### src/rtl/serial_adder_ctrl_pkg.sv
// Shared constants for the bit-serial adder: FSM encodings and default operand width.
package serial_adder_ctrl_pkg;

    localparam int DEFAULT_WIDTH = 8;

    typedef enum logic [1:0] {
        IDLE = 2'd0,
        RUN  = 2'd1,
        DONE = 2'd2
    } state_t;

endpackage

### src/rtl/serial_adder_ctrl_if.sv
// Request/result bundle of the bit-serial adder, plus the FSM state for observation.
interface serial_adder_ctrl_if
    import serial_adder_ctrl_pkg::*;
    #(parameter int WIDTH = DEFAULT_WIDTH) ();

    // Handshake: start is a request sampled only while idle (busy=0, done=0); there is
    // no ready, a start seen in RUN or DONE is dropped. done is a one-cycle pulse after
    // which sum/cout hold until the next accepted start completes.
    logic             start;
    logic [WIDTH-1:0] a;
    logic [WIDTH-1:0] b;
    logic             cin;
    logic             busy;
    logic             done;
    logic [WIDTH-1:0] sum;
    logic             cout;
    state_t           state;

    modport master (
        output start, a, b, cin,
        input  busy, done, sum, cout, state
    );

    modport slave (
        input  start, a, b, cin,
        output busy, done, sum, cout, state
    );

endinterface

### src/rtl/full_adder.sv
// One-bit full adder shared by every bit position of the serial adder.
module full_adder (
    input  logic a,
    input  logic b,
    input  logic cin,
    output logic sum,
    output logic cout
);

    assign sum  = a ^ b ^ cin;
    assign cout = (a & b) | (cin & (a ^ b));

endmodule

### src/rtl/serial_adder_ctrl.sv
// Bit-serial adder: a + b + cin computed LSB first through a single full adder,
// sequenced by an IDLE/RUN/DONE controller.
module serial_adder_ctrl
    import serial_adder_ctrl_pkg::*;
    #(parameter int WIDTH = DEFAULT_WIDTH) (
    input  logic                clk,
    input  logic                rst,
    serial_adder_ctrl_if.slave  bus
);

    localparam int CNT_W = (WIDTH > 1) ? $clog2(WIDTH) : 1;
    localparam logic [CNT_W-1:0] LAST_BIT = CNT_W'(WIDTH - 1);

    state_t           state, state_nxt;
    logic [WIDTH-1:0] a_sr, b_sr, res_sr, sum_q;
    logic             carry, cout_q;
    logic [CNT_W-1:0] cnt;
    logic             fa_sum, fa_cout;
    logic             last_bit;

    assign last_bit = (cnt == LAST_BIT);

    full_adder u_fa (
        .a    (a_sr[0]),
        .b    (b_sr[0]),
        .cin  (carry),
        .sum  (fa_sum),
        .cout (fa_cout)
    );

    always_ff @(posedge clk) begin
        if (rst) state <= IDLE;
        else     state <= state_nxt;
    end

    always_comb begin
        state_nxt = state;
        case (state)
            IDLE:    if (bus.start) state_nxt = RUN;
            RUN:     if (last_bit)  state_nxt = DONE;
            DONE:    state_nxt = IDLE;
            default: state_nxt = IDLE;
        endcase
    end

    // Result bits enter at the MSB so after WIDTH shifts bit 0 sits at the LSB.
    always_ff @(posedge clk) begin
        if (rst) begin
            a_sr   <= '0;
            b_sr   <= '0;
            res_sr <= '0;
            sum_q  <= '0;
            carry  <= 1'b0;
            cout_q <= 1'b0;
            cnt    <= '0;
        end else begin
            case (state)
                IDLE: begin
                    if (bus.start) begin
                        a_sr  <= bus.a;
                        b_sr  <= bus.b;
                        carry <= bus.cin;
                        cnt   <= '0;
                    end
                end
                RUN: begin
                    a_sr   <= a_sr >> 1;
                    b_sr   <= b_sr >> 1;
                    res_sr <= {fa_sum, res_sr[WIDTH-1:1]};
                    carry  <= fa_cout;
                    if (last_bit) begin
                        sum_q  <= {fa_sum, res_sr[WIDTH-1:1]};
                        cout_q <= fa_cout;
                    end else begin
                        cnt <= cnt + 1'b1;
                    end
                end
                default: ;
            endcase
        end
    end

    assign bus.busy  = (state == RUN);
    assign bus.done  = (state == DONE);
    assign bus.sum   = sum_q;
    assign bus.cout  = cout_q;
    assign bus.state = state;

endmodule

### src/flat_wrapper.sv
// flat-port wrapper written by rule: the top's interface ports become plain ports
module serial_adder_ctrl_flat import serial_adder_ctrl_pkg::*;
#(parameter int WIDTH = DEFAULT_WIDTH)
  (clk, rst, bus_start, bus_a, bus_b, bus_cin, bus_busy, bus_done, bus_sum, bus_cout, bus_state);
  serial_adder_ctrl_if #(.WIDTH(WIDTH)) bus_i ();
  input  logic clk;
  input  logic rst;
  input wire logic [$bits(bus_i.start)-1:0] bus_start;
  input wire logic [$bits(bus_i.a)-1:0] bus_a;
  input wire logic [$bits(bus_i.b)-1:0] bus_b;
  input wire logic [$bits(bus_i.cin)-1:0] bus_cin;
  output wire logic [$bits(bus_i.busy)-1:0] bus_busy;
  output wire logic [$bits(bus_i.done)-1:0] bus_done;
  output wire logic [$bits(bus_i.sum)-1:0] bus_sum;
  output wire logic [$bits(bus_i.cout)-1:0] bus_cout;
  output wire logic [$bits(bus_i.state)-1:0] bus_state;
  assign bus_i.start = bus_start;
  assign bus_i.a = bus_a;
  assign bus_i.b = bus_b;
  assign bus_i.cin = bus_cin;
  assign bus_busy = bus_i.busy;
  assign bus_done = bus_i.done;
  assign bus_sum = bus_i.sum;
  assign bus_cout = bus_i.cout;
  assign bus_state = bus_i.state;
  serial_adder_ctrl #(.WIDTH(WIDTH)) u_core (.clk(clk), .rst(rst), .bus(bus_i));
endmodule
### config.mk
export PLATFORM = sky130hd
export DESIGN_NAME = serial_adder_ctrl_flat
export DESIGN_NICKNAME = d
export VERILOG_FILES = /design/src/rtl/serial_adder_ctrl_pkg.sv /design/src/rtl/serial_adder_ctrl_if.sv /design/src/rtl/full_adder.sv /design/src/rtl/serial_adder_ctrl.sv /design/src/flat_wrapper.sv
export SDC_FILE = /design/constraint.sdc
export NUM_CORES = 1
export LEC_CHECK = 0
export ABC_AREA = 1
export CORE_MARGIN = 8
export CORE_UTILIZATION = 50
export CTS_CLUSTER_DIAMETER = 120
export CTS_CLUSTER_SIZE = 24
export DETAILED_ROUTE_END_ITERATION = 10
export PLACE_DENSITY = 0.78
export SYNTH_ARGS = -nofsm -noshare
export SYNTH_HDL_FRONTEND = slang
export SYNTH_SLANG_ARGS = --single-unit
### constraint.sdc
create_clock -name clk -period 1.3 [get_ports clk]
set_input_delay 0.13 -clock clk [delete_from_list [all_inputs] [get_ports clk]]
set_output_delay 0.13 -clock clk [all_outputs]
set_load 0.005 [all_outputs]
==> impl_metrics.tcl <==
set metrics [dict create \
    status "completed" \
    final_cells 311 \
    slowest_stage "dfxtp_2" \
    seq_power_share 0.560 \
    drt-total-wl_um 3653 \
    syn_inst 223 \
    dr_total_vias 1492 \
    overflow 0 \
    postRouteAntennaNets 0 \
    syn_to_final_growth_pct 32.49 \
    syn_area_um2 1633 \
    worstHoldEndpoint "u_core.b_sr[7]" \
    fp-row-count 20 \
    r2r-start "u_core.cnt[1]" \
    rsz0062_at_grt "true" \
    dp_hpwl_um 2648 \
    dr.pass1.iters 4 \
    routedWlPerCell_um 11.75 \
    p_int_uw 1673 \
    die_h_um 73.15 \
    antenna_found_initial 0 \
    vias_per_cell 4.797 \
    final_layout_size_suffix_gt1_frac 0.1835 \
    grt_max_degree 20 \
    root_buffer "clkbuf_4" \
    die_area_um2 5350 \
    clkTransAtPathRegs_ps 110 \
    worstSetupStartpointType "flop" \
    h-tree-depth 2 \
    numCtsBuffers 5 \
    maxCapViolations 0 \
    finalHoldViolCount 0 \
    combPwrFrac 0.162 \
    cts_buffer_depth 2 \
    pin_count 33 \
    endpoint_kind "primary output" \
    fmaxAchievable_ghz 0.7921 \
    cts_sinks 38 \
    nFillCells 292 \
    synth_fp_nets 246 \
    setup_viol 0 \
    power_switching_share 0.2624 \
    fin_crit_ps 1262 \
    insertion_delay_ps 330 \
    relSlewSlack 0.8098 \
    final_cell_area_um2 2163 \
    worstSetupPathType "reg2out" \
    cts_tree "built" \
    place_congestion 0.8492 \
    cts_hold_buf 0 \
    synth_warnings 0 \
    vdd_drop_max_uv 774.9 \
    dp_cells 299 \
    grt_pass1_wl_um 6396 \
    worst_ep_required_time_ps 1170 \
    worstMarginPinSlew_ps 285.0 \
    hold_path_class "in2reg" \
    synth_seq_area_share 0.4659 \
    io_buffers 32 \
    drt_iter0_drc 99 \
    slowest_delay_ps 370 \
    maxSlewViolCount 0 \
    power.density_nw_per_um2 1048 \
    p_leak_uw 0.001022 \
    synth_seq_cells 38 \
    core_um2 3078 \
    power_frac_clock 0.279 \
    ff2ff_setup_slack_ps 70 \
    r2r-end "u_core.bus.cout" \
    min-delay-start "bus_b[7]" \
    dpl_cell_area_um2 2036 \
    synth.distinct_cells 19 \
    drc 0 \
    holdPathStages 3 \
    syn_avg_cell_area_um2 7.322 \
    fin_crit_sh 0.9711 \
    num_antenna_cells 0 \
    crit_fanout 3 \
    dieWidth_um 73.15 \
    path_cells "buf_4 > inv_2 > nor2_4 > buf_2" \
    switchingPower_uw 595.2 \
    initial_utilization 0.5305 \
    grt_pass1_vias 1505 \
    tns_ps 0 \
    crit_arrival_ps 1130 \
    final_nets 289 \
    track_usage 0.1493 \
    fin_skew_ps 7.632 \
    reg2reg_depth 6 \
]
==> cell usage in the layout (no fill, tap or decap) <==
master,n
nand2_1,62
nor2_1,50
dfxtp_1,25
clkdlybuf4s50_1,19
o21ai_0,18
dfxtp_2,12
dlygate4sd2_1,11
buf_4,11
nand3_1,10
o21ai_1,9
inv_1,6
a21oi_1,6
clkbuf_4,5
buf_12,3
inv_2,2
nor2_4,2
nand2_8,2
o21ai_2,2
nand2_4,1
nand2_2,1
inv_4,1
fa_1,1
ha_4,1
ha_2,1
clkinv_2,1
clkbuf_8,1
clkbuf_1,1
buf_2,1
clkbuf_2,1
dfxtp_4,1
==> worst max path at each step <==
stage                                    from                 to  slack (ps)  cells past startpoint
after floorplan                 u_core.cnt[0]  u_core.bus.sum[1]         100                      8
after global placement              bus_start      u_core.cnt[0]          10                      6
after detailed placement        u_core.cnt[0]  u_core.bus.sum[4]         -30                      8
after CTS                 u_core.bus.state[1]           bus_busy         -60                      3
after global routing      u_core.bus.state[0]           bus_busy         -30                      4
final                     u_core.bus.state[0]           bus_busy          40                      4
==> worst max-delay path: cells and delay by family, from the launching register on <==
kind                   cells  cell delay, ps
buffers and inverters      3             290
and+or+nand+nor            1             140
DFF                        1             370
==> Yosys cell counts <==
cell type,count,share of area
o21ai_0,18,0.055
inv_2,2,0.0046
fa_1,1,0.012
a21oi_1,6,0.018
buf_4,2,0.0092
nand2_4,2,0.014
nor2_4,2,0.014
nand3_1,10,0.031
nand2_1,63,0.14
nand2_2,1,0.0038
buf_6,5,0.034
o21ai_1,9,0.028
o21ai_2,2,0.011
dfxtp_1,38,0.47
ha_1,2,0.015
nor2_1,50,0.11
clkbuf_1,1,0.0023
inv_1,7,0.016
buf_2,2,0.0061
==> through the flow <==
| stage | util | power [uW] | worst slack, ps | hold WS [ps] |
|---|---|---|---|---|
| after floorplan | - | 1512 | 100.4 | 199.1 |
| after global placement | 0.6614 | 1641 | 10.06 | 452.8 |
| after detailed placement | 0.6614 | 1647 | -31.20 | 457.6 |
| after CTS | 0.6902 | 2270 | -62.34 | 328.7 |
| after global routing | 0.7028 | 2389 | -30.95 | 368.8 |
| final | 0.7028 | 2268 | 37.53 | 343.1 |
==> final cells by class <==
type	instances	area, um2	area share
multi-input combinational	166	793.3	0.3667
sequential	38	779.5	0.3603
timing repair buffer	46	439.2	0.2030
clock buffer	7	55.05	0.02545
tap	44	55.05	0.02545
inverter	9	36.28	0.01677
clock inverter	1	5.005	0.002313
==> registers in the layout, indices dropped and copies added (netlist names) <==
| name | cells |
|---|---|
| u_core.bus.cout | 1 |
| u_core.bus.sum | 8 |
| u_core.a_sr | 8 |
| u_core.res_sr | 7 |
| u_core.carry | 1 |
| u_core.bus.state | 2 |
| u_core.cnt | 3 |
| u_core.b_sr | 8 |
==> power by group through the flow <==
stage / Sequential (uW) / Clock [uW] / Combinational, uW
after floorplan: 1290 / 0 / 225
after global placement: 1300 / 0 / 344
after detailed placement: 1300 / 0 / 350
after CTS: 1270 / 648 / 353
after global routing: 1280 / 693 / 419
final: 1270 / 632 / 366
==> per-layer routing <==
layer | vias up | track usage | part of all wire
met5 | - | 0 | 0
met4 | 0 | 0.06000 | 0.018
li1 | 790 | - | -
met3 | 7 | 0.04670 | 0.068
met2 | 36 | 0.2602 | 0.46
met1 | 659 | 0.1627 | 0.45
==> what timing repair did <==
action,in CTS,in global routing
setup buffers,3,2
setup endpoints to repair,19,18
resized for setup,30,11
pin swaps,0,2
==> kinds of logic (layout without fill, tap and decap cells) <==
| logic type | count (synthesis) | count (layout) | share of synthesized area |
|---|---|---|---|
| buf+inv | 19 | 63 | 0.07279 |
| simple gates | 128 | 128 | 0.3218 |
| fa+ha+maj | 3 | 3 | 0.02758 |
| flops | 38 | 38 | 0.4659 |
| compound gates | 35 | 35 | 0.1119 |
Note: power is estimated with default switching activity, not from simulation.
==> edit 1, RTL diff (same settings) <==
The package constant `DEFAULT_WIDTH` goes from 8 to 4.
--- a/src/rtl/serial_adder_ctrl_pkg.sv
+++ b/src/rtl/serial_adder_ctrl_pkg.sv
@@ -1,7 +1,7 @@
 // Shared constants for the bit-serial adder: FSM encodings and default operand width.
 package serial_adder_ctrl_pkg;
 
-    localparam int DEFAULT_WIDTH = 8;
+    localparam int DEFAULT_WIDTH = 4;
 
     typedef enum logic [1:0] {
         IDLE = 2'd0,
Interface: changed (resized bus_a, bus_b and bus_sum); port bits go from 33 to 21. No check against the original RTL was run, so the function may have changed too.
==> edit 1 against the unedited design <==
Maximum frequency increased by 3.5%; sequential cell count down 17; routed wire length is 40% lower; synthesized area shrank 38%; total power decreased by 43%; count of clock-buffer cells in the layout decreased by 4; design area fell by 39%; hold slack better by 44 ps; sequential power decreased by 44%; clock skew fell by 6.6 ps; worst setup slack gained 42 ps; utilization fell by 1.8 points; largest cell class unchanged; highest routed layer unchanged.
==> edit 1: results (changes against the unedited design) <==
* YS warnings at 0 (unchanged)
* First-pass GRT wire length at 3.81 mm (-40%)
* Placed Instances at 196 (-34%)
* Diodes inserted at 0 (unchanged)
* Vias in the first global route at 948 (-37%)
* Register area share after synthesis at 41.5% (-5.1 points)
* Complex-gate fraction of the synthesized area at 5.93% (-5.3 points)
* Routed vias/inst at 4.60 (-4.2%)
* Synth cell types at 18 (-1)
* Final GP Congestion at 0.783 (-7.9%)
* Crit path max-delay cell type: dfxtp_4
* Synth top cells by count: 45 x nand2_1, 27 x nor2_1, 21 x dfxtp_1
* Clk pin slew, worst setup/hold paths at 120 ps
* Post-synthesis adder-cell area fraction at 3.21% (+0.45 points)
* Mux cell area share after synthesis at 0% (unchanged)
* Peak supply drop at 0.000747 V (-3.6%)
* Final nets at 189 (-35%)
* Drt wl/cell at 10.8 µm (-7.7%)
* Largest net degree at the start of global routing at 17 (-15%)
* CTS Buf Count at 3 (-2)
* Layout cell share with drive strength beyond 1 at 21.3% (+2.9 points)
* Root buf cell: clkbuf_4
* Ys async rst share at 0% (unchanged)
* Post-Synth XOR/XNOR Area at 0% (unchanged)
* Initial antenna violation count at 0 (unchanged)
* Dpl ws at 22.0 ps (+53.2 ps)
* GR Util All Layers at 13.3% (-1.7 points)
* Skew final at 0.987 ps (-6.65 ps)
* Cells after synthesis at 145 (-35%)
* Syn nets at 159 (-35%)
* Hold Crit Class: in -> reg
* Outcome: complete, no violations
* Placed inst area at 1280 µm² (-37%)
* First-pass iteration count of the detailed router at 4 (unchanged)
* Worst skew pair latency at 310 ps (-20 ps)
* LEAKAGE at 0.712 nW (-30%)
* Critical path's largest stage delay at 370 ps (about the same)
* Worst hold path depth at 3 (unchanged)
* Clock tree buffer depth at 2 (unchanged)
* Initial DRC Count at 9 (-91%)
* Via count at 924 (-38%)
* HPWL Detailed at 1.70 mm (-36%)
* H-Tree Depth at 1 (-1)
* R2R depth at 7 (+1)
* CP Capture Type: flip-flop
* IO Port Bufs at 20 (-38%)
* Dominant cells by area after synthesis: dfxtp_1 41%, nand2_1 17%, nor2_1 10%
* Crit path max fanout at 12 (+9)
* Arrival time at the worst endpoint at 1480 ps (+350 ps)
* Max transition margin at 85.0% (+4.0 points)
* Crit path max-delay family: buffers and inverters
-- edit 1: cell count changes after synthesis, sizes merged --
cell,change
nand2,-14
dfxtp,-17
a21oi,-2
ha,-1
clkbuf,-1
inv,+5
buf,-4
clkinv,+1
o21ai,-24
nor2,-21
-- edit 1: routing by layer --
layer | up-vias | track usage [%] | wire (µm)
met4 | 0 | 3.99 | 16
met1 | 414 | 14.6 | 1020
met2 | 13 | 24.3 | 1100
met5 | - | 0 | 0
met3 | 2 | 3.13 | 48
li1 | 495 | - | -
-- edit 1: final cells by class --
type | count | area [µm²]
Sequential cell | 21 | 433
Clock buffer | 3 | 22.5
Multi-Input combinational cell | 104 | 492
Inverter | 15 | 56.3
Timing Repair Buffer | 30 | 288
Fill cell | 167 | 612
Clock inverter | 1 | 5.00
Tap cell | 27 | 33.8
-- edit 1: repair_timing --
item	4_1_cts	5_1_grt
resized for setup	13	7
hold buffers	0	0
setup endpoints to repair	8	6
hold endpoints to repair	0	0
buffers inserted	1	0
-- edit 1: final timing paths --
check | startpoint | end | slack [ps]
hold / removal | bus_a[3] | u_core.a_sr[3] | 390
hold reg to reg | u_core.res_sr[3] | u_core.bus.sum[2] | 460
setup / recovery | u_core.bus.state[0] | u_core.bus.sum[1] | 80
setup reg to reg | u_core.bus.state[0] | u_core.bus.sum[1] | 80
-- edit 1: report_power, final --
| part | internal (mW) | total, mW | switching [mW] | leakage [nW] |
|---|---|---|---|---|
| combinational | 0.127 | 0.261 | 0.134 | 0.518 |
| sequential | 0.681 | 0.706 | 0.0249 | 0.176 |
| clock | 0.115 | 0.321 | 0.206 | 0.0177 |
-- edit 1: worst register-to-register path, cell delays in order (launching register included) --
cell	delay [ps]
dfxtp_4	370
buf_4	140
buf_4	140
nand2_4	170
nor2_4	50
inv_1	130
nand3_1	100
nand2_1	70
==> edit 2, RTL diff (same flow settings) <==
Without the edit above. Make the reset (`rst`) asynchronous in 2 clocked blocks.
--- a/src/rtl/serial_adder_ctrl.sv
+++ b/src/rtl/serial_adder_ctrl.sv
@@ -28,7 +28,7 @@
         .cout (fa_cout)
     );
 
-    always_ff @(posedge clk) begin
+    always_ff @(posedge clk or posedge rst) begin
         if (rst) state <= IDLE;
         else     state <= state_nxt;
     end
@@ -44,7 +44,7 @@
     end
 
     // Result bits enter at the MSB so after WIDTH shifts bit 0 sits at the LSB.
-    always_ff @(posedge clk) begin
+    always_ff @(posedge clk or posedge rst) begin
         if (rst) begin
             a_sr   <= '0;
             b_sr   <= '0;
Check against the original RTL: differs if rst is asserted again (counterexample within 4 cycles, from zero or initial values and one cycle with rst high); with rst held inactive, the same outputs for 10 cycles.
==> edit 2 against the unedited design <==
Design area is 23% higher; count of clock-buffer cells in the layout is 2 lower; final cell count is 7.1% higher; hold slack worse by 170 ps; synthesized area is 13% higher; die area is 10% higher; sequential share of layout area is 0.30 points lower; worst setup slack worse by 22 ps; routed wire length is 27% higher; sequential cell count stayed put; clock skew is 1.4 ps lower; highest routed layer unchanged.
Power is not compared: it rests on default switching activity, and its combinational part moved more than twofold at a synthesized area within 25%.
==> edit 2: results (changes against the unedited design) <==
* Clk pin slew, worst setup/hold paths at 80 ps (-30 ps)
* M1 WL at 1.93 mm (+18%)
* Root buf cell: clkbuf_8
* Average size of a mapped cell at 8.15 µm² (+11%)
* Via count at 1629 (+9.2%)
* Hold_ws at 170 ps (-173 ps)
* Hold Crit Class: in -> async
* Complex-gate fraction of the synthesized area at 4.62% (-6.6 points)
* Ys flop type: dfrtp_1
* Crit path max fanout at 3 (unchanged)
* Clock tree buffer depth at 2 (unchanged)
* Routed vias/inst at 4.89 (+2.0%)
* Arrival time at the worst endpoint at 1520 ps (+390 ps)
* Syn nets at 249 (+1.2%)
* Skew final at 6.23 ps (-1.41 ps)
* Initial DRC Count at 110 (+11%)
* Final GP Congestion at 0.743 (-13%)
* R2r startpoint: u_core.cnt[0]
* GR Util All Layers at 14.7% (-0.20 points)
* Post-synthesis adder-cell area fraction at 2.44% (-0.31 points)
* Placed Instances at 310 (+3.7%)
* Register area share after synthesis at 51.6% (+5.0 points)
* Dominant cells by area after synthesis: dfrtp_1 52%, nand2_1 13%, nand3_1 10%
* HPWL Detailed at 2.80 mm (+5.8%)
* Ys async rst share at 100% (+100 points)
* Post-route setup slack at 15.1 ps (-22.4 ps)
* Post-CTS sizing at 10 (-67%)
* First-pass GRT wire length at 7.06 mm (+10%)
* FF-to-FF End: u_core.cnt[0]
* Placed inst area at 2300 µm² (+13%)
* H-Tree Depth at 2 (unchanged)
* Met2 wire len at 2.39 mm (+41%)
* Dpl ws at -9.07 ps (+22.1 ps)
* LEAKAGE at 1.51 nW
* Metal3 WL at 243 µm (-2.0%)
* Outcome: complete, no violations
* Drt wl/cell at 13.9 µm (+18%)
* Layout cell share with drive strength beyond 1 at 21.1% (+2.7 points)
* Setup repair bufs after CTS at 7 (+4)
* Synth top cells by count: 62 x nand2_1, 42 x inv_1, 38 x dfrtp_1
* Diodes inserted at 0 (unchanged)
* Worst skew pair latency at 300 ps (-30 ps)
* Largest net degree at the start of global routing at 39 (+95%)
[edit 2: cell count changes in the layout (fill, tap and decap cells not counted), sizes merged, moves of 3 or more]
| cell | change |
|---|---|
| o21ai | -12 |
| inv | +35 |
| dfxtp | -38 |
| a21oi | -6 |
| buf | +12 |
| dfrtp | +38 |
| nand2 | +5 |
| nand4 | +3 |
| dlygate4sd2 | -8 |
| nand3 | +27 |
| nor2 | -50 |
| dlymetal6s2s | +8 |
[edit 2: stage by stage]
| stage | TNS [ps] | power (mW) | utilization, % |
|---|---|---|---|
| after floorplan | 0 | 3.62 | - |
| after global placement | 0 | 4.45 | 63.8 |
| after detailed placement | -10.0 | 4.55 | 63.8 |
| after CTS | -123 | 5.69 | 68.7 |
| after global routing | -63.8 | 6.66 | 73.9 |
| final | 0 | 6.13 | 73.9 |
[edit 2: worst max path at each step]
stage	cells past startpoint	to	startpoint
floorplan	6	u_core.cnt[0]	u_core.cnt[0]
global placement	3	bus_done	u_core.bus.state[1]
detailed placement	3	bus_busy	u_core.bus.state[0]
CTS	4	bus_busy	u_core.bus.state[0]
global route	6	u_core.cnt[0]	u_core.cnt[0]
finish	6	u_core.cnt[0]	u_core.cnt[0]
[edit 2: area by class of cell]
type	count	area, µm²
timing repair buffer	61	637
multi-input combinational	133	713
inverter	45	189
fill	253	941
clock inverter	3	45.0
sequential	38	952
tap	48	60.1
clock buffer	5	68.8
[edit 2: critical path: stages (launching register included)]
cell and delay (ps):
dfrtp_1 430, ha_2 220, ha_4 170, inv_2 80, buf_4 130, nand4_1 100, nand2_1 90
[edit 2: routing by layer]
metal	GRT usage [%]	up-vias
met5	0	-
met4	6.73	0
met3	5.13	8
met2	23.9	42
met1	17.0	771
li1	-	808
